[src/rtl/cache_ctrl_pkg.sv]
// Shared types and default widths for the cache sequencing controller and the LRU cache.
// The state enum is the controller's transaction sequence.
package cache_ctrl_pkg;

   localparam int unsigned CC_ADDR_WIDTH = 8;
   localparam int unsigned CC_DATA_WIDTH = 8;
   localparam int unsigned CC_CNT_WIDTH  = 16;

   typedef enum logic [2:0] {
      IDLE   = 3'd0,
      LOOKUP = 3'd1,
      CHECK  = 3'd2,
      MEM_RD = 3'd3,
      MEM_WR = 3'd4,
      FILL   = 3'd5,
      SETTLE = 3'd6,
      ACK    = 3'd7
   } state_e;

endpackage

[src/rtl/sat_counter.sv]
// Saturating up-counter with synchronous clear; clear takes priority over increment.
module sat_counter #(
   parameter int unsigned WIDTH = 16
) (
   input  logic             clk,
   input  logic             rst,
   input  logic             inc,
   input  logic             clr,
   output logic [WIDTH-1:0] q
);

   always_ff @(posedge clk or negedge rst) begin
      if (!rst) begin
         q <= '0;
      end else if (clr) begin
         q <= '0;
      end else if (inc && (q != {WIDTH{1'b1}})) begin
         q <= q + WIDTH'(1);
      end
   end

endmodule

[src/rtl/cache_ctrl.sv]
// Sequences core requests through cache lookup, memory fetch/write-through and cache fill,
// inserting the cache settle cycle after every hit or fill; keeps read hit/miss statistics.
module cache_ctrl
   import cache_ctrl_pkg::*;
#(
   parameter int unsigned ADDR_WIDTH = CC_ADDR_WIDTH,
   parameter int unsigned DATA_WIDTH = CC_DATA_WIDTH,
   parameter int unsigned CNT_WIDTH  = CC_CNT_WIDTH
) (
   input  logic                  clk,
   input  logic                  rst,
   input  logic                  cpu_req,
   input  logic                  cpu_we,
   input  logic [ADDR_WIDTH-1:0] cpu_addr,
   input  logic [DATA_WIDTH-1:0] cpu_wdata,
   output logic [DATA_WIDTH-1:0] cpu_rdata,
   output logic                  cpu_ack,
   output logic                  cache_en,
   output logic                  cache_we,
   output logic [ADDR_WIDTH-1:0] cache_addr,
   output logic [DATA_WIDTH-1:0] cache_wdata,
   input  logic [DATA_WIDTH-1:0] cache_rdata,
   input  logic                  cache_hit,
   output logic                  mem_req,
   output logic                  mem_we,
   output logic [ADDR_WIDTH-1:0] mem_addr,
   output logic [DATA_WIDTH-1:0] mem_wdata,
   input  logic [DATA_WIDTH-1:0] mem_rdata,
   input  logic                  mem_ack,
   input  logic                  cnt_clr,
   output logic [CNT_WIDTH-1:0]  hit_cnt,
   output logic [CNT_WIDTH-1:0]  miss_cnt
);

   state_e state;
   logic   hit_inc_c;
   logic   miss_inc_c;

   // Statistics only look at the lookup result, which is only meaningful in CHECK.
   assign hit_inc_c  = (state == CHECK) &&  cache_hit;
   assign miss_inc_c = (state == CHECK) && !cache_hit;

   // Outputs are registered with the state they belong to. cache_addr, mem_addr and
   // mem_wdata double as the latched request; cache_wdata doubles as the fill register.
   always_ff @(posedge clk or negedge rst) begin
      if (!rst) begin
         state       <= IDLE;
         cpu_rdata   <= '0;
         cpu_ack     <= 1'b0;
         cache_en    <= 1'b0;
         cache_we    <= 1'b0;
         cache_addr  <= '0;
         cache_wdata <= '0;
         mem_req     <= 1'b0;
         mem_we      <= 1'b0;
         mem_addr    <= '0;
         mem_wdata   <= '0;
      end else begin
         cpu_ack  <= 1'b0;
         cache_en <= 1'b0;
         cache_we <= 1'b0;
         case (state)
            IDLE: begin
               if (cpu_req) begin
                  cache_addr <= cpu_addr;
                  mem_addr   <= cpu_addr;
                  mem_wdata  <= cpu_wdata;
                  if (cpu_we) begin
                     state   <= MEM_WR;
                     mem_req <= 1'b1;
                     mem_we  <= 1'b1;
                  end else begin
                     state    <= LOOKUP;
                     cache_en <= 1'b1;
                  end
               end
            end
            LOOKUP: begin
               state <= CHECK;
            end
            CHECK: begin
               if (cache_hit) begin
                  cpu_rdata <= cache_rdata;
                  state     <= SETTLE;
               end else begin
                  state   <= MEM_RD;
                  mem_req <= 1'b1;
                  mem_we  <= 1'b0;
               end
            end
            MEM_RD: begin
               if (mem_ack) begin
                  cpu_rdata   <= mem_rdata;
                  cache_wdata <= mem_rdata;
                  mem_req     <= 1'b0;
                  cache_en    <= 1'b1;
                  cache_we    <= 1'b1;
                  state       <= FILL;
               end
            end
            MEM_WR: begin
               if (mem_ack) begin
                  cache_wdata <= mem_wdata;
                  mem_req     <= 1'b0;
                  mem_we      <= 1'b0;
                  cache_en    <= 1'b1;
                  cache_we    <= 1'b1;
                  state       <= FILL;
               end
            end
            FILL: begin
               state <= SETTLE;
            end
            SETTLE: begin
               cpu_ack <= 1'b1;
               state   <= ACK;
            end
            ACK: begin
               state <= IDLE;
            end
            default: begin
               state <= IDLE;
            end
         endcase
      end
   end

   sat_counter #(.WIDTH(CNT_WIDTH)) u_hit_cnt (
      .clk (clk),
      .rst (rst),
      .inc (hit_inc_c),
      .clr (cnt_clr),
      .q   (hit_cnt)
   );

   sat_counter #(.WIDTH(CNT_WIDTH)) u_miss_cnt (
      .clk (clk),
      .rst (rst),
      .inc (miss_inc_c),
      .clr (cnt_clr),
      .q   (miss_cnt)
   );

endmodule

[config.mk]
export PLATFORM = sky130hd
export DESIGN_NAME = cache_ctrl
export DESIGN_NICKNAME = d
export VERILOG_FILES = /design/src/rtl/cache_ctrl_pkg.sv /design/src/rtl/sat_counter.sv /design/src/rtl/cache_ctrl.sv
export SDC_FILE = /design/constraint.sdc
export NUM_CORES = 1
export LEC_CHECK = 0
export ABC_AREA = 1
export BUFFER_PORTS_ARGS = -buffer_cell sky130_fd_sc_hd__buf_2
export CORE_MARGIN = 5
export CORE_UTILIZATION = 40
export CTS_CLUSTER_DIAMETER = 50
export DETAILED_ROUTE_END_ITERATION = 8
export GPL_TIMING_DRIVEN = 0
export PLACE_DENSITY = 0.7
export SETUP_SLACK_MARGIN = 0.02
export SYNTH_ARGS = -nofsm -noshare
export SYNTH_HDL_FRONTEND = slang
export SYNTH_SLANG_ARGS = --single-unit
[constraint.sdc]
create_clock -name clk -period 3.84 [get_ports clk]
set_input_delay 0.192 -clock clk [delete_from_list [all_inputs] [get_ports clk]]
set_output_delay 0.192 -clock clk [all_outputs]
set_load 0.01 [all_outputs]
==> After elaboration in Yosys (flattened, before gate mapping) <==
Cells that the tools add are included.
{ "totals": {"ff_bits": 72, "in_bits": 39, "out_inout_bits": 77} }
{ "classes": {"add_sub_neg": 2, "n_eq_ne": 16, "mux": 27, "n_reduce_logical": 19} }
{ "op_table": {"columns": ["operator", "n"], "rows": [
  ["16-bit two-way mux", 4],
  ["16-bit by 1-bit adder with 16-bit output (second input constant)", 2],
  ["16-bit inequality test (second input constant)", 2],
  ["8-bit case mux with 2 select lines", 2],
  ["8-bit two-way mux", 3],
  ["3-bit case mux with 7 select lines", 1],
  ["3-bit equality test (second input constant)", 4],
  ["3-bit two-way mux", 4],
  ["2-bit inequality test (second input constant)", 6],
  ["1-bit two-way mux", 10],
  ["5-bit AND reduction", 2],
  ["2-bit nonzero test", 4],
  ["3-bit by 2-bit equality test with 1-bit output (second input constant)", 2],
  ["1-bit case mux with 3 select lines", 2],
  ["3-bit AND reduction", 2],
  ["3-bit nonzero test", 2],
  ["1-bit logical AND", 4],
  ["2-bit AND reduction", 2],
  ["3-bit by 1-bit equality test with 1-bit output (second input constant)", 1],
  ["3-bit logical NOT", 1],
  ["2-bit by 1-bit inequality test with 1-bit output (second input constant)", 1],
  ["1-bit case mux with 2 select lines", 1],
  ["2-bit OR reduction", 1],
  ["1-bit logical NOT", 1]
]} }

==> Longest topological paths before layout <==
{ "logic_depth": {"depth_word": 5, "mapped_depth": 10, "ltp_nobuf": 9} }

==> Hierarchy <==
Synthesis repeated with hierarchy kept, for this count alone.
{ "hier_totals": {"hier_cells": 531, "area_unflattened_um2": 4057.6} }
{ "modules_own_cells": {"columns": ["module", "instances", "cells_per_inst", "area_per_inst_um2", "seq_area_each_um2"], "rows": [
  ["sat_counter", 2, 144, 1037.2, 400.4],
  ["cache_ctrl", 1, 243, 1983.2, 1001.0]
]} }

==> Worst setup path before layout <==
OpenSTA, ideal clock, no wires.
{ "synth_path": {"kind": "reg-to-reg", "startpoint": "reg u_miss_cnt.q[0]", "endpoint": "reg u_miss_cnt.q[12]", "setup_time_ns": 0.118, "arrival_time_ns": 1.441, "t_required_ns": 3.722, "setup_slack_ns": 2.281, "path_stages_with_launch": 11, "period_less_slack_ns": 1.559, "path_cell_list": "dfrtp_1 ha_1 nand3_1 inv_2 nand2_2 nor2_4 nor2_4 nor2_8 buf_6 nand2_1 nand2_1"} }
{ "synth_between": {"elab_chain_cells": 3} }
{ "synth_rtl": {"columns": ["element", "line", "source"], "rows": [
  ["start, declared", "sat_counter.sv:9", "output logic [WIDTH-1:0] q"],
  ["start signal, assigned", "sat_counter.sv:18", "q <= q + WIDTH'(1);"],
  ["16-bit by 1-bit adder with 16-bit output or 16-bit inequality test (tied branches)", "sat_counter.sv:18, sat_counter.sv:17", null],
  ["16-bit two-way mux or 1-bit logical AND (tied branches)", "sat_counter.sv:17", "end else if (inc && (q != {WIDTH{1'b1}})) begin"],
  ["16-bit two-way mux or 2-bit nonzero test (tied branches)", null, null]
]} }
Several ways; a longest one is shown, not always the timed one. The select of a mux whose other input is x is not followed.
A chain may end at the register's enable or synchronous reset.

==> Worst setup path after layout <==
{ "layout_path": {"startpoint": "reg u_hit_cnt.q[0]", "endpoint": "reg u_hit_cnt.q[12]"} }
{ "layout_between": {"elab_chain_cells": 3} }
{ "layout_rtl": {"columns": ["element", "line"], "rows": [
  ["start, declared", "sat_counter.sv:9"],
  ["start signal, assigned", "sat_counter.sv:18"],
  ["16-bit by 1-bit adder with 16-bit output or 16-bit inequality test (tied branches)", "sat_counter.sv:18, sat_counter.sv:17"],
  ["16-bit two-way mux or 1-bit logical AND (tied branches)", "sat_counter.sv:17"],
  ["16-bit two-way mux or 2-bit nonzero test (tied branches)", null]
]} }
Several ways; a longest one is shown, not always the timed one. The select of a mux whose other input is x is not followed.

==> flow_summary.toml <==
[routing]
postRouteAntennaNets = 0
first_pass_iters = 5
num_vias = 3700
wire_per_inst_um = 13.80
drtIter0Drc = 192
wl_um = 10320
drc = 0
viasPerCell = 4.947

[sta]
period_share = 0.4648
fin_skew_ps = 8.362
period_needed_ps = 1785
fin_ws_ps = 2055
worstMarginPinSlew_ps = 502.4
final_hold_viol_count = 0
rsz0062_at_grt = "no"
max_freq_mhz = 560.3
totalNegativeSetupSlack_ps = 0
relSlewSlack = 0.6651
hold_ws_ps = 38.40
setup_viol = 0
drv_slew = 0

[placement]
port_buffers = 115
pre_cts_ws_ps = 2077
place_hpwl_um = 7874
dpl-instance-area_um2 = 4768
gp_congestion = 0.8456

[final_layout]
fin_util = 0.5125
design_area_um2 = 5010
final_common_cell = "nand2_1"
syn_to_final_growth_pct = 25.36
layout_common_cells = "nand2_1, buf_2, dfrtp_1"
drive_gt1_frac = 0.3333
final_nets = 651
n_antenna_cell = 0

[floorplan]
die_y_um = 110.0
core.rowCount = 36
die_w_um = 110.0
io_pins = 116
core-area_um2 = 9774
die_area_um2 = 12090
start_util = 0.4089

[power_and_ir_drop]
sw_frac_of_total = 0.3711
p_leak_nw = 2.598
p_int_mw = 1.924
seq_power_share = 0.371
p_sw_mw = 1.136
ir_worst_vdd_v = 0.0003404
pwr-share-clk = 0.229
p_comb_frac = 0.399
powerDensity_nw_per_um2 = 610.7

[synth]
synth_top_family_by_area = "simple AND/OR/NAND/NOR gates"
yosysTopAreaCellShare = 0.4508
syn_area_um2 = 3996
synth-compound-area-share = 0.04696
synth-main-ff-cell = "dfrtp_1"
synthAdderAreaFrac = 0.006262
synth_area_leaders = "dfrtp_1, nand2_1, nor2_1"
synthSimpleGateAreaFrac = 0.3510
synth_area_leader_cell = "dfrtp_1"
synthMuxAreaShare = 0.04508
syn_nets = 523
ys_seq_elements = 72
synthCells = 482
synth_seq_area_share = 0.4508
yosysWarnings = 0
syn_avg_cell_area_um2 = 8.291
synth_edf_count = 0
async_reset_ff_frac = 1.000
synth_xor_area_frac = 0.02411
synth_cell_types = 32

[global_route]
antenna_found_initial = 0
grt_usage = 0.1782
grt_overflow = 0
grt_max_degree = 58
grt_pass1_vias = 3519
grt_first_pass_wirelength_um = 16990

[cts]
cts_inserted_buffers = 9
cts_tree = "done"
root_buffer = "clkbuf_8"
clk_latency_ps = 350
h-tree-depth = 3
cts_num_sinks = 72
clk_pin_slew_ps = 80
cts_resized = 0
cts_buffer_depth = 2

[worst_setup_path]
critPathRequiredTime_ps = 4120
r2r_end = "u_hit_cnt.q[12]$_DFFE_PN0P_"
endpoint_kind = "register"
r2r_cells = 10
cp-start-kind = "register"
rrSetupSlack_ps = 2060
crit_type = "register to register"
r2r-start = "u_hit_cnt.q[0]$_DFFE_PN0P_"
crit_path_max_fanout = 10
arrival_ps = 2070

[hold_path]
hold_class = "input port to register"
min_from = "cpu_we"
hold_end = "cache_en$_DFF_PN0_"
min_path_cells = 2

[run]
cap_violations = 0

[outcome]
status = "complete, no violations"
worst max-delay path: stages, from the launching register on:
cell and delay (ps):
dfrtp_1 430, ha_1 290, nand3_2 140, inv_2 110, nand2_2 60, nor2_4 120, nor2_4 70, nor2_4 180
buf_6 180, nand2_1 60, nand2_1 70
state kept, by name, summed over array words and instances (netlist names), 3 cells and up:
register,flops
u_hit_cnt.q,16
u_miss_cnt.q,16
cache_wdata,8
cpu_rdata,8
mem_addr,8
mem_wdata,8
state,3
worst max path at each step:
stage,cells after the start,endpoint,startpoint,slack (ps)
global route,10,u_hit_cnt.q[5]$_DFFE_PN0P_,u_hit_cnt.q[0]$_DFFE_PN0P_,1870
detailed placement,10,u_hit_cnt.q[1]$_DFFE_PN0P_,u_hit_cnt.q[0]$_DFFE_PN0P_,2080
global placement,1,cpu_rdata[0]$_DFFE_PN0P_,rst,2130
floorplan,10,u_miss_cnt.q[12]$_DFFE_PN0P_,u_miss_cnt.q[0]$_DFFE_PN0P_,2280
CTS,10,u_hit_cnt.q[12]$_DFFE_PN0P_,u_hit_cnt.q[0]$_DFFE_PN0P_,2060
finish,10,u_hit_cnt.q[12]$_DFFE_PN0P_,u_hit_cnt.q[0]$_DFFE_PN0P_,2060
final cells by class:
type | instances | area (um^2)
fillers | 965 | 4765
clock inverters | 4 | 76.32
plain buffers | 21 | 178.9
multi-input cells | 356 | 1892
flip-flops and latches | 72 | 1802
inverters | 33 | 123.9
clock buffers | 12 | 155.1
repair buffers | 117 | 615.6
well taps | 133 | 166.4
what timing repair did:
item,in CTS,in global routing
hold endpoints to repair,15,0
buffers inserted,0,0
setup endpoints to repair,0,0
hold buffers,1,0
per-layer routing:
layer | GRT usage | share of wire | vias up | wire [um]
met5 | 0 | 0 | - | 0
li1 | - | - | 1820 | -
met4 | 0.07391 | 0.019 | 0 | 195
met1 | 0.2414 | 0.44 | 1750 | 4494
met2 | 0.2834 | 0.50 | 111 | 5128
met3 | 0.02819 | 0.049 | 19 | 502
synth_stat cells (2+ instances only):
cell        n
nand3b_1    4
nor2_2      5
nor2_4      9
o21ai_0     3
buf_4      11
nor2_8      2
dfrtp_1    72
nand2_1   161
nor2_1     54
o21bai_1    4
mux2_2     16
nand3_1    26
nand4_1    27
a31oi_1    15
xor2_1     11
ha_1        2
nand3_2     2
nand2_2     7
buf_2       2
buf_6       6
inv_1      26
inv_2       7
power groups by stage:
stage | logic, mW | clock network, mW | registers (mW)
CTS | 1.24 | 0.721 | 1.14
floorplan | 0.707 | 0 | 1.23
global placement | 1.21 | 0 | 1.14
detailed placement | 1.24 | 0 | 1.15
global route | 1.35 | 0.756 | 1.17
finish | 1.22 | 0.701 | 1.14
cell families after synthesis:
group	count (synthesis)
xor gates and xnor gates	11
and+or+nand+nor	300
muxes	16
adders and majority gates	2
AOI/OAI and AO/OA	27
DFF	72
buffers and inverters	54
metrics by stage:
| step | total power [mW] | std cells |
|---|---|---|
| floorplan | 1.932 | 482 |
| global placement | 2.351 | 730 |
| detailed placement | 2.387 | 731 |
| CTS | 3.099 | 748 |
| global route | 3.283 | 748 |
| finish | 3.059 | 748 |
Note: power is estimated with default switching activity, not from simulation.
